[src/rtl/k_cpu_pkg.sv]
// k_cpu_pkg: shared definitions for the K CPU front end.
//   - fetch_state_e : fetch FSM states (IDLE, RUN, HALT)
//   - IMEM_DEPTH    : instruction memory depth in words (power of two)
//   - XLEN          : datapath width
//   - K_NOP         : the all-zero instruction word (halt marker when
//                     K_FETCH_HALT_EN is defined)
package k_cpu_pkg;

    localparam int IMEM_DEPTH = 1024;
    localparam int XLEN       = 32;

    localparam logic [XLEN-1:0] K_NOP = 32'h0000_0000;

    typedef enum logic [1:0] {
        ST_IDLE = 2'd0,
        ST_RUN  = 2'd1,
        ST_HALT = 2'd2
    } fetch_state_e;

endpackage

[src/rtl/k_fetch_unit_if.sv]
// k_fetch_unit_if: fetch-to-decode valid/ready handshake.
//   out_valid : fetch -> decode, out_instr/out_pc hold a valid word
//   out_ready : decode -> fetch, decode accepts when both are high
//   out_instr : fetched instruction
//   out_pc    : word address of out_instr, zero-extended
// Modports: master (fetch side), slave (decode side).
interface k_fetch_unit_if;
    import k_cpu_pkg::*;

    logic            out_valid;
    logic            out_ready;
    logic [XLEN-1:0] out_instr;
    logic [XLEN-1:0] out_pc;

    modport master (
        output out_valid,
        output out_instr,
        output out_pc,
        input  out_ready
    );

    modport slave (
        input  out_valid,
        input  out_instr,
        input  out_pc,
        output out_ready
    );

endinterface

[src/rtl/k_fetch_out_reg.sv]
// k_fetch_out_reg: single-entry valid/ready output register with flush.
//   clk, reset        : clock, asynchronous active-high reset
//   flush             : drop the held word (valid cleared), highest priority
//   load              : capture load_instr/load_pc and mark valid
//   ready             : consumer accepts the held word when valid
//   valid, instr, pc  : registered slot contents
// The caller only asserts load when the slot is free (!valid || ready).
module k_fetch_out_reg
    import k_cpu_pkg::*;
(
    input  logic            clk,
    input  logic            reset,
    input  logic            flush,
    input  logic            load,
    input  logic            ready,
    input  logic [XLEN-1:0] load_instr,
    input  logic [XLEN-1:0] load_pc,
    output logic            valid,
    output logic [XLEN-1:0] instr,
    output logic [XLEN-1:0] pc
);

    logic            valid_r;
    logic [XLEN-1:0] instr_r;
    logic [XLEN-1:0] pc_r;

    // Slot state: flush beats load, load beats drain, otherwise hold.
    always_ff @(posedge clk or posedge reset) begin
        if (reset) begin
            valid_r <= 1'b0;
            instr_r <= 32'h0000_0000;
            pc_r    <= 32'h0000_0000;
        end else if (flush) begin
            valid_r <= 1'b0;
        end else if (load) begin
            valid_r <= 1'b1;
            instr_r <= load_instr;
            pc_r    <= load_pc;
        end else if (valid_r && ready) begin
            valid_r <= 1'b0;
        end else begin
            valid_r <= valid_r;
        end
    end

    assign valid = valid_r;
    assign instr = instr_r;
    assign pc    = pc_r;

endmodule

[src/rtl/k_fetch_unit.sv]
// k_fetch_unit: program counter and fetch stage in front of a
// combinational instruction memory.
//   clk, reset     : clock, asynchronous active-high reset
//   start          : one-cycle pulse, IDLE -> RUN
//   redirect_valid : load redirect_pc (low PC_W bits) this cycle, flushes
//   redirect_pc    : new word address
//   imem_addr      : word address to memory (zero-extended pc)
//   imem_instr     : combinational memory data for imem_addr
//   dec            : k_fetch_unit_if.master handshake towards decode
//   running        : FSM in RUN
//   halted         : FSM in HALT (tied 0 unless K_FETCH_HALT_EN)
//   fetch_count    : accepted instructions, saturating
// Optional feature macro: K_FETCH_HALT_EN -- a fetched all-zero word is
// not issued; the FSM halts with pc pointing at it until a redirect.
module k_fetch_unit
    import k_cpu_pkg::*;
#(
    parameter int IMEM_DEPTH = k_cpu_pkg::IMEM_DEPTH,
    parameter int PC_W       = $clog2(IMEM_DEPTH),
    parameter int RESET_PC   = 0,
    parameter int CNT_W      = 32
) (
    input  logic              clk,
    input  logic              reset,
    input  logic              start,
    input  logic              redirect_valid,
    input  logic [XLEN-1:0]   redirect_pc,
    output logic [XLEN-1:0]   imem_addr,
    input  logic [XLEN-1:0]   imem_instr,
    k_fetch_unit_if.master    dec,
    output logic              running,
    output logic              halted,
    output logic [CNT_W-1:0]  fetch_count
);

    fetch_state_e     state_r;
    logic [PC_W-1:0]  pc_r;
    logic             running_r;
    logic [CNT_W-1:0] cnt_r;
    logic             out_valid_s;
    logic             slot_free_s;
    logic             fetch_s;
    logic             halt_hit_s;
    logic             load_s;
    logic             unused_s;

    // Only the low PC_W bits of a redirect target are meaningful.
    assign unused_s    = ^redirect_pc[XLEN-1:PC_W];

    assign imem_addr   = {{(XLEN-PC_W){1'b0}}, pc_r};
    assign slot_free_s = !out_valid_s || dec.out_ready;
    assign fetch_s     = (state_r == ST_RUN) && slot_free_s && !redirect_valid;

`ifdef K_FETCH_HALT_EN
    logic halted_r;
    // A zero word is swallowed instead of being issued.
    assign halt_hit_s = fetch_s && (imem_instr == K_NOP);
    assign halted     = halted_r;
`else
    assign halt_hit_s = 1'b0;
    assign halted     = 1'b0;
`endif

    assign load_s = fetch_s && !halt_hit_s;

    // PC and fetch FSM; redirect wins over start, fetch and stall.
    always_ff @(posedge clk or posedge reset) begin
        if (reset) begin
            state_r   <= ST_IDLE;
            pc_r      <= PC_W'(RESET_PC);
            running_r <= 1'b0;
`ifdef K_FETCH_HALT_EN
            halted_r  <= 1'b0;
`endif
        end else begin
            case (state_r)
                ST_IDLE: begin
                    if (redirect_valid) begin
                        pc_r <= redirect_pc[PC_W-1:0];
                    end else if (start) begin
                        state_r   <= ST_RUN;
                        running_r <= 1'b1;
                    end else begin
                        state_r <= ST_IDLE;
                    end
                end
                ST_RUN: begin
                    if (redirect_valid) begin
                        pc_r <= redirect_pc[PC_W-1:0];
`ifdef K_FETCH_HALT_EN
                    end else if (halt_hit_s) begin
                        // pc stays on the zero word
                        state_r   <= ST_HALT;
                        running_r <= 1'b0;
                        halted_r  <= 1'b1;
`endif
                    end else if (fetch_s) begin
                        pc_r <= pc_r + PC_W'(1);   // wraps modulo IMEM_DEPTH
                    end else begin
                        pc_r <= pc_r;
                    end
                end
`ifdef K_FETCH_HALT_EN
                ST_HALT: begin
                    if (redirect_valid) begin
                        pc_r      <= redirect_pc[PC_W-1:0];
                        state_r   <= ST_RUN;
                        running_r <= 1'b1;
                        halted_r  <= 1'b0;
                    end else begin
                        state_r <= ST_HALT;
                    end
                end
`endif
                default: begin
                    state_r   <= ST_IDLE;
                    running_r <= 1'b0;
`ifdef K_FETCH_HALT_EN
                    halted_r  <= 1'b0;
`endif
                end
            endcase
        end
    end

    // Handshake counter, sticks at all-ones.
    always_ff @(posedge clk or posedge reset) begin
        if (reset) begin
            cnt_r <= '0;
        end else if (out_valid_s && dec.out_ready && (cnt_r != {CNT_W{1'b1}})) begin
            cnt_r <= cnt_r + CNT_W'(1);
        end else begin
            cnt_r <= cnt_r;
        end
    end

    k_fetch_out_reg u_out_reg (
        .clk        (clk),
        .reset      (reset),
        .flush      (redirect_valid),
        .load       (load_s),
        .ready      (dec.out_ready),
        .load_instr (imem_instr),
        .load_pc    ({{(XLEN-PC_W){1'b0}}, pc_r}),
        .valid      (out_valid_s),
        .instr      (dec.out_instr),
        .pc         (dec.out_pc)
    );

    assign dec.out_valid = out_valid_s;
    assign running       = running_r;
    assign fetch_count   = cnt_r;

endmodule

[src/flat_wrapper.sv]
// flat-port wrapper written by rule: the top's interface ports become plain ports
module k_fetch_unit_flat import k_cpu_pkg::*;
#(
    parameter int IMEM_DEPTH = k_cpu_pkg::IMEM_DEPTH,
    parameter int PC_W       = $clog2(IMEM_DEPTH),
    parameter int RESET_PC   = 0,
    parameter int CNT_W      = 32
)
  (clk, reset, start, redirect_valid, redirect_pc, imem_addr, imem_instr, running, halted, fetch_count, dec_out_valid, dec_out_instr, dec_out_pc, dec_out_ready);
  k_fetch_unit_if dec_i ();
  input  logic clk;
  input  logic reset;
  input  logic start;
  input  logic redirect_valid;
  input  logic [XLEN-1:0] redirect_pc;
  output logic [XLEN-1:0] imem_addr;
  input  logic [XLEN-1:0] imem_instr;
  output logic running;
  output logic halted;
  output logic [CNT_W-1:0] fetch_count;
  output wire logic [$bits(dec_i.out_valid)-1:0] dec_out_valid;
  output wire logic [$bits(dec_i.out_instr)-1:0] dec_out_instr;
  output wire logic [$bits(dec_i.out_pc)-1:0] dec_out_pc;
  input wire logic [$bits(dec_i.out_ready)-1:0] dec_out_ready;
  assign dec_out_valid = dec_i.out_valid;
  assign dec_out_instr = dec_i.out_instr;
  assign dec_out_pc = dec_i.out_pc;
  assign dec_i.out_ready = dec_out_ready;
  k_fetch_unit #(.IMEM_DEPTH(IMEM_DEPTH), .PC_W(PC_W), .RESET_PC(RESET_PC), .CNT_W(CNT_W)) u_core (.clk(clk), .reset(reset), .start(start), .redirect_valid(redirect_valid), .redirect_pc(redirect_pc), .imem_addr(imem_addr), .imem_instr(imem_instr), .dec(dec_i), .running(running), .halted(halted), .fetch_count(fetch_count));
endmodule
[config.mk]
export PLATFORM = sky130hd
export DESIGN_NAME = k_fetch_unit_flat
export DESIGN_NICKNAME = d
export VERILOG_FILES = /design/src/rtl/k_cpu_pkg.sv /design/src/rtl/k_fetch_unit_if.sv /design/src/rtl/k_fetch_out_reg.sv /design/src/rtl/k_fetch_unit.sv /design/src/flat_wrapper.sv
export SDC_FILE = /design/constraint.sdc
export NUM_CORES = 1
export LEC_CHECK = 0
export CORE_MARGIN = 4
export CORE_UTILIZATION = 44
export DETAILED_ROUTE_END_ITERATION = 8
export PLACE_DENSITY = 0.86
export SYNTH_ARGS = -nofsm -noshare
export SYNTH_HDL_FRONTEND = slang
export SYNTH_SLANG_ARGS = --single-unit
export TNS_END_PERCENT = 30
[constraint.sdc]
create_clock -name clk -period 6.7 [get_ports clk]
set_clock_uncertainty 0.05 [all_clocks]
set_input_delay 0.67 -clock clk [delete_from_list [all_inputs] [get_ports clk]]
set_output_delay 0.67 -clock clk [all_outputs]
set_load 0.1 [all_outputs]
==> flow_summary_export.csv, run 1 <==
group,metric,value,unit
logic_synthesis,synth_area_leaders,"dfrtp_1, mux2_2, buf_4",
setup_path,path_max_fanout,42,
route,drtAntennaViolNets,0,
floorplan,die_h,105,um
cts,hold_buffers,0,
pwr,peakVddDrop,0.245,mV
pwr,p_per_area,349,mW/mm^2
timing,timing.fmax,0.359,GHz
route,routed.top_layer,"met4",
timing,relSlewSlack,22.2,%
route,drc,0,
finish,fin_util,61.4,%
cts,cts.path.max_buffers,2,
floorplan,io_pins,200,
floorplan,start_util,44.8,%
placed_design,gp_congestion,0.795,
finish,drive_above_1_share,13.8,%
floorplan,die_x,105,um
route,viasPerCell,4.98,
timing,final_max_slew_viol_count,0,
setup_path,startpoint_type,"input port",
logic_synthesis,ys.flop_type,"dfrtp_1",
grt,grt_overflow,0,
placed_design,hpwl,6.81,mm
setup_path,end_kind,"flip-flop",
route,drt_pass1_iterations,4,
logic_synthesis,synth_area,0.00412,mm^2
floorplan,fp.coreArea,0.00920,mm^2
placed_design,io_buffers,132,
timing,fin_crit,2790,ps
hold_path,hold_class,"reg -> reg",
finish,insertedDiodeCount,0,
pwr,pwr-share-comb,42.9,%
setup_path,crit_required,6890,ps
grt,grt_pass1_vias,3072,
pwr,p_int,1.07,mW
status,outcome,"finished clean",
timing,post-route-period-util,41.6,%
cts,htreeDepth,3,
logic_synthesis,ys_ff_latch,87,
route,dr_wl_met3,727,um
logic_synthesis,synth_edf_count,0,
grt,grt.total_usage,17.0,%
grt,grt_pass1_wl,15.2,mm
cts,cts-root-buf,"clkbuf_8",
setup_path,cpMaxStageDelayCell,"nor2_4",
timing,tightest_slew,1160,ps
route,detail_route.wl_per_cell,15.4,um
cts,cts_resized,0,
cts,cts_tree,"done",
grt,grt_max_degree,88,
floorplan,rows,35,
timing,final.setup.tns,0,ps
cts,cts_buffers,9,
cts,worstSkewPairLatency,350,ps
route,drtIter0Drc,105,
job,cap_violations,0,
setup_path,worstSetupPathType,"in -> reg",
cts,cts_sinks,87,
route,wl_met2,4.75,mm
timing,finalHoldViolCount,0,
timing,rsz0062_at_grt,"false",
logic_synthesis,netlist-cell-type-count,33,
logic_synthesis,syn_avg_cell_area,11.6,um^2
finish,nets,557,
logic_synthesis,ys_seq_area_share,52.8,%
setup_path,slowest_delay,1060,ps
logic_synthesis,async_flop_share,100,%
grt,antenna_found_initial,0,
route,vias,2998,
pwr,power_frac_clock,24.3,%
route,routed_wl,9.27,mm
floorplan,die-area,0.0110,mm^2
logic_synthesis,synth_cells,354,
pwr,netSwitchingPower,903,uW
setup_path,crit_path_cell_trace,"clkdlybuf4s50_1 -> nor2_4 -> mux2_2",
logic_synthesis,yosysWarnings,0,
cts,postCtsSetupBuffers,0,
logic_synthesis,synth.top_cell.area_share,52.8,%
logic_synthesis,synth_top_cell_by_area,"dfrtp_1",
finish,area_growth,37.1,%
setup_path,cp.arrival,2970,ps
timing,setup_viol,0,
route,wl_met1,3.65,mm
pwr,p_leak,2.42,nW
pwr,swShare,45.9,%
cts,clkTransAtPathRegs,90,ps
pwr,power_frac_seq,32.8,%
==> area by class of cell <==
class	instances	area, um^2
Fill cell	745	3550
Sequential cell	87	2180
Multi-Input combinational cell	247	1700
Timing Repair Buffer	133	1330
Clock buffer	11	141
Tap cell	111	139
Clock inverter	5	129
Inverter	8	31.3
==> metal layers <==
metal  vias up  global-route usage, %
met1      1463                   19.7
met5         -                      0
met2       132                   29.7
met4         0                   5.72
met3        13                   5.25
li1       1390                      -
==> stage by stage <==
step / total power, mW / instances / cell area, um^2 / setup WS, ps / hold WS [ps]
after floorplan: 1.33 / 398 / 4290 / 3730 / 432
after global placement: 1.49 / 586 / 5380 / 3570 / 418
after detailed placement: 1.50 / 586 / 5380 / 3500 / 431
after CTS: 1.99 / 602 / 5650 / 3900 / 440
after global routing: 2.04 / 602 / 5650 / 3770 / 457
final: 1.97 / 602 / 5650 / 3910 / 438
==> power by group through the flow <==
stage	logic [mW]	registers (mW)	clock network (mW)
2_1_floorplan	0.226	1.10	0
3_3_place_gp	0.839	0.650	0
3_5_place_dp	0.848	0.655	0
4_1_cts	0.850	0.646	0.491
5_1_grt	0.870	0.656	0.514
6_report	0.845	0.646	0.479
==> cells in the mapped netlist (8+ instances only) <==
cell type and n:
xor2_1 13, nor2_1 8, clkbuf_1 9, inv_1 8
o21ai_0 9, xnor2_1 26, dfrtp_1 87, nand4_1 17
nand3_1 16, nor3_1 9, nand2_1 24, mux2_2 44
buf_4 45
==> cell usage in the layout, fill, tap and decap left out, types with 10 or more instances in the layout <==
| master | Yosys | layout |
|---|---|---|
| mux2_2 | 44 | 44 |
| dfrtp_1 | 87 | 87 |
| nand3_1 | 16 | 16 |
| nand2_1 | 24 | 24 |
| xor2_1 | 13 | 13 |
| conb_1 | 1 | 45 |
| xnor2_1 | 26 | 26 |
| clkdlybuf4s50_1 | 0 | 132 |
| nand4_1 | 17 | 17 |
| clkbuf_8 | 0 | 10 |
==> worst max-delay path, delay by kind of cell <==
family        cells  cell delay (ps)
buf+inv           1              780
simple gates      1             1060
mux               1              440
==> path summary, 6_finish.rpt <==
check	depth (start not counted)	slack, ps	endpoint	startpoint
min in group asynchronous	3	920	u_core.u_out_reg.instr[21]	reset
max in group asynchronous	3	4940	u_core.u_out_reg.instr[0]	reset
min	1	440	u_core.fetch_count[18]	u_core.fetch_count[18]
min reg2reg	1	440	u_core.fetch_count[18]	u_core.fetch_count[18]
max reg2reg	6	4310	u_core.fetch_count[30]	u_core.fetch_count[0]
max	3	3910	u_core.u_out_reg.instr[13]	redirect_valid
==> kinds of logic (layout without fill, tap and decap cells) <==
logic type	after synthesis	count (layout)	synth area share [%]
other	1	45	0.0910
DFF	87	87	52.8
AOI/OAI and AO/OA	15	15	2.55
xor gates and xnor gates	39	39	8.29
buffers and inverters	64	157	9.99
and+or+nand+nor	101	101	13.4
muxes	45	45	12.3
adders and majority gates	2	2	0.607
==> registers in the layout, summed over array words and instances (netlist names) <==
| register | count |
|---|---|
| u_core.u_out_reg.instr | 32 |
| u_core.u_out_reg.valid | 1 |
| u_core.fetch_count | 32 |
| u_core.running | 1 |
| u_core.pc_r | 10 |
| u_core.state_r | 1 |
| u_core.u_out_reg.pc | 10 |
(Power assumes the default switching activity.)
==> run 2: changes to the inputs <==
Settings changed: CORE_UTILIZATION 44 to 41, PLACE_DENSITY 0.86 to 0.81.
Clock period 6.7 ns to 2.9 ns, I/O delays scaled along.
==> flow_summary_export.csv, run 2 (synthesis gave the netlist of run 1 again) <==
group,metric,value,unit
setup_path,path_max_fanout,6,
timing,post-route-period-util,79.5,%
placed_design,gp_congestion,0.811,
floorplan,die-area,0.0117,mm^2
pwr,p_int,2.23,mW
pwr,p_per_area,790,mW/mm^2
finish,nFillCells,827,
status,outcome,"finished clean",
placed_design,hpwl,6.95,mm
timing,tightest_slew,691,ps
pwr,power_frac_clock,21.2,%
finish,layout_commonest_cell,"buf_4",
setup_path,path_buf_inv,0,
floorplan,die_x,108,um
route,drtAntennaViolNets,0,
setup_path,end_kind,"flip-flop",
route,detail_route.wl_per_cell,14.6,um
pwr,power_frac_seq,34.7,%
finish,area_growth,32.2,%
timing,relSlewSlack,53.9,%
grt,grt_pass1_vias,2951,
floorplan,die_h,108,um
finish,mostFrequentLayoutCells,"buf_4, dfrtp_1, clkdlybuf4s50_1",
floorplan,io_pins,200,
route,drtIter0Drc,71,
grt,grt.total_usage,15.4,%
route,routed_wl,9.13,mm
cts,cts_buffers,9,
timing,final_max_slew_viol_count,0,
finish,drive_above_1_share,31.8,%
grt,grt_use_met1,18.1,%
pwr,netSwitchingPower,2.07,mW
cts,htreeDepth,3,
floorplan,fp.coreArea,0.00977,mm^2
cts,hold_buffers,0,
grt,antenna_found_initial,0,
grt,use_met3,4.36,%
pwr,power.total,4.30,mW
timing,finalHoldViolCount,0,
grt,busiest_layer,"met2",
timing,rsz0062_at_grt,"false",
setup_path,worstSetupPathType,"reg -> reg",
timing,final.setup.tns,0,ps
route,drt_pass1_iterations,4,
pwr,pwr-share-comb,44.1,%
grt,grt_max_degree,43,
grt,grt_pass1_wl,14.2,mm
job,cap_violations,0,
cts,cts-root-buf,"clkbuf_8",
setup_path,cp.arrival,2490,ps
timing,timing.fmax,0.434,GHz
hold_path,hold_class,"in -> async",
cts,postCtsSetupBuffers,0,
cts,cts.path.max_buffers,2,
setup_path,reg2reg_slack,590,ps
pwr,swShare,48.1,%
placed_design,io_buffers,132,
finish,insertedDiodeCount,0,
setup_path,startpoint_type,"flip-flop",
pwr,peakVddDrop,0.478,mV
grt,grtUsageMet2,26.6,%
timing,setup_viol,0,
timing,fin_crit,2310,ps
grt,grt_overflow,0,
finish,nets,561,
cts,cts_sinks,87,
floorplan,start_util,42.2,%
cts,worstSkewPairLatency,350,ps
cts,cts_resized,0,
cts,cts_tree,"done",
setup_path,crit_path_cell_trace,"ha_1 -> and4_1 -> or4b_1 -> a2111oi_4 -> nand3_1 -> xnor2_1",
setup_path,crit_required,3090,ps
pwr,p_leak,2.53,nW
cts,clkTransAtPathRegs,80,ps
route,drc,0,
route,vias,3013,
floorplan,rows,36,
setup_path,slowest_delay,610,ps
setup_path,cpMaxStageDelayCell,"or4b_1",
route,viasPerCell,4.81,
setup_path,cpLargestDelayFamily,"simple AND/OR/NAND/NOR gates",
==> run 2: cell count changes in the layout (fill, tap and decap cells not counted) <==
cell / before / now
bufinv_16: 4 / 2
clkdlybuf4s50_1: 132 / 46
buf_4: 1 / 90
clkinv_2: 1 / 3
buf_12: 0 / 1
clkinv_4: 1 / 0
==> run 2: power groups by stage <==
| stage | Sequential, mW | Clock [mW] | Combinational (mW) |
|---|---|---|---|
| detailed placement | 1.51 | 0 | 1.91 |
| finish | 1.49 | 0.914 | 1.90 |
| global route | 1.51 | 0.992 | 1.95 |
| floorplan | 2.54 | 0 | 0.522 |
| global placement | 1.50 | 0 | 1.89 |
| CTS | 1.49 | 0.941 | 1.91 |
==> run 2: layer usage <==
metal  wire [um]  part of all wire, %
met5           0                    0
met4         147                  1.6
met3         741                  8.1
met2        4600                   50
met1        3640                   40
==> run 2: metrics by stage <==
step | util [%] | worst slack (ps) | cells | hold slack (ps) | cell area, um^2
floorplan | - | 52.5 | 398 | 357 | 4290
global route | 55.7 | 455 | 627 | 343 | 5450
CTS | 55.7 | 569 | 627 | 297 | 5450
global placement | 53.6 | 419 | 612 | 426 | 5240
detailed placement | 53.6 | 359 | 612 | 423 | 5240
finish | 55.7 | 593 | 627 | 287 | 5450
==> run 2: cell type report <==
class	count	area (um^2)	area share, %
Sequential cell	87	2180	40.0
Clock inverter	4	70.1	1.29
Multi-Input combinational cell	247	1700	31.3
Timing Repair Buffer	137	1160	21.2
Clock buffer	11	141	2.60
Tap cell	133	166	3.06
Inverter	8	31.3	0.574
==> run 2: worst reg2reg max path, stage by stage, from the launching register on <==
cell	delay, ps
dfrtp_1	420
ha_1	200
and4_1	250
or4b_1	610
a2111oi_4	370
nand3_1	150
xnor2_1	140
==> run 2: final timing paths <==
| path | startpoint | end | cells after the start |
|---|---|---|---|
| worst max-delay path | u_core.fetch_count[0] | u_core.fetch_count[30] | 6 |
| worst min-delay path | reset | u_core.u_out_reg.pc[6] | 2 |
| worst max register to register | u_core.fetch_count[0] | u_core.fetch_count[30] | 6 |
| worst min register to register | u_core.running | u_core.running | 1 |
| max in group asynchronous | reset | u_core.fetch_count[6] | 3 |
| min in group clk | u_core.running | u_core.running | 1 |
==> run 3: changes to the inputs <==
Clock period 2.9 ns to 2.25 ns, I/O delays scaled along.
==> flow_summary_export.csv, run 3 (synthesis gave the netlist of run 1 again) <==
group,metric,value,unit
finish,fin_util,57.1,%
pwr,netSwitchingPower,2.68,mW
finish,fin_cells,637,
setup_path,crit_required,2460,ps
grt,antenna_found_initial,0,
timing,rsz0062_at_grt,"false",
cts,postCtsSetupBuffers,0,
setup_path,reg2reg_slack,100,ps
pwr,pwr-share-comb,44.4,%
pwr,p_int,2.90,mW
grt,use_met3,5.13,%
floorplan,die_h,108,um
pwr,power_frac_clock,20.6,%
finish,mostFrequentLayoutCells,"buf_4, dfrtp_1, clkdlybuf4s50_1",
floorplan,die-area,0.0117,mm^2
floorplan,rows,36,
cts,hold_buffers,0,
pwr,p_leak,2.52,nW
floorplan,fp.coreArea,0.00977,mm^2
cts,cts_sinks,87,
floorplan,die_x,108,um
route,drt_pass1_iterations,4,
timing,setup_viol,0,
setup_path,r2r_cells,6,
placed_design,dp_cells,621,
route,viasPerCell,4.73,
cts,clkTransAtPathRegs,80,ps
cts,cts.path.max_buffers,2,
timing,fin_crit,2150,ps
grt,busiest_layer,"met2",
grt,grt_use_met1,18.9,%
pwr,peakVddDrop,0.613,mV
job,cap_violations,0,
setup_path,worstSetupPathType,"reg -> reg",
route,drtIter0Drc,70,
setup_path,r2r-end,"u_core.fetch_count[20]",
grt,grt_max_degree,46,
timing,finalHoldViolCount,0,
route,routed_wl,9.30,mm
setup_path,path_max_fanout,4,
route,detail_route.wl_per_cell,14.6,um
setup_path,cp.arrival,2360,ps
finish,layout_commonest_cell,"buf_4",
hold_path,hold_class,"in -> async",
pwr,p_per_area,998,mW/mm^2
cts,cts_tree,"done",
placed_design,gp_congestion,0.803,
status,outcome,"finished clean",
cts,htreeDepth,3,
placed_design,hpwl,7.08,mm
grt,grt_overflow,0,
route,drc,0,
timing,final.setup.tns,0,ps
cts,cts_resized,0,
setup_path,end_kind,"flip-flop",
timing,timing.fmax,0.466,GHz
placed_design,io_buffers,132,
finish,insertedDiodeCount,0,
grt,grtUsageMet2,26.7,%
grt,grt_pass1_wl,14.6,mm
finish,drive_above_1_share,39.5,%
finish,nets,570,
route,vias,3010,
placed_design,dp_slack,-53.2,ps
pwr,power_frac_seq,35.0,%
cts,cts_buffers,9,
finish,area_growth,35.6,%
grt,grt.total_usage,15.9,%
timing,final_max_slew_viol_count,0,
grt,grt_pass1_vias,2998,
cts,worstSkewPairLatency,340,ps
cts,cts-root-buf,"clkbuf_8",
floorplan,start_util,42.2,%
timing,fin_ws,103,ps
setup_path,startpoint_type,"flip-flop",
route,drtAntennaViolNets,0,
pwr,swShare,48.1,%
timing,post-route-period-util,95.4,%
setup_path,r2r-start,"u_core.fetch_count[0]",
floorplan,io_pins,200,
## run 3: cell count changes in the layout (fill, tap and decap cells not counted)
| cell | previous run | this run |
|---|---|---|
| dfrtp_4 | 0 | 3 |
| clkbuf_8 | 10 | 9 |
| buf_12 | 1 | 2 |
| clkinv_2 | 3 | 2 |
| ha_1 | 2 | 1 |
| dfrtp_2 | 0 | 29 |
| and4_1 | 4 | 3 |
| buf_4 | 90 | 98 |
| clkbuf_1 | 1 | 3 |
| and4_4 | 0 | 1 |
| clkinvlp_4 | 0 | 1 |
| dfrtp_1 | 87 | 55 |
| ha_4 | 0 | 1 |
## run 3: worst max-delay path by stage
stage	end	depth (start not counted)	from	slack [ps]
floorplan	u_core.fetch_count[24]	7	u_core.fetch_count[0]	-100
global placement	u_core.fetch_count[20]	6	dec_out_ready	-10
detailed placement	u_core.fetch_count[20]	6	dec_out_ready	-50
CTS	u_core.fetch_count[20]	6	u_core.fetch_count[0]	90
global route	u_core.fetch_count[18]	6	u_core.fetch_count[0]	5
finish	u_core.fetch_count[20]	6	u_core.fetch_count[0]	100
## run 3: worst max-delay path: stages (launching register included)
cell and delay (ps):
dfrtp_4 450, ha_4 150, and4_4 210, or4b_1 540, a311o_1 370, nor2_1 120
xor2_1 170
## run 3: layout make-up
type	count	area [um^2]
Clock buffer	12	135
Clock inverter	4	70.1
Fill cell	849	4190
Inverter	8	33.8
Multi-Input combinational cell	247	1720
Sequential cell	87	2220
Tap cell	133	166
Timing Repair Buffer	146	1240
## run 3: stage by stage
stage / area (um^2) / hold slack, ps / total power, mW
floorplan: 4350 / 292 / 3.99
global placement: 5380 / 417 / 4.43
detailed placement: 5380 / 426 / 4.47
CTS: 5590 / 177 / 5.63
global route: 5590 / 207 / 5.79
finish: 5590 / 185 / 5.57
## run 3: power groups by stage
stage / registers, mW / logic [mW] / clock network, mW
finish: 1.95 / 2.48 / 1.15
CTS: 1.95 / 2.49 / 1.19
floorplan: 3.31 / 0.683 / 0
global route: 1.98 / 2.55 / 1.26
global placement: 1.96 / 2.46 / 0
detailed placement: 1.98 / 2.49 / 0
## run 3: per-layer routing
layer  up-vias  wire (um)
met3        12        781
met5         -          0
li1       1416          -
met1      1472       3700
met2       110       4660
met4         0        167
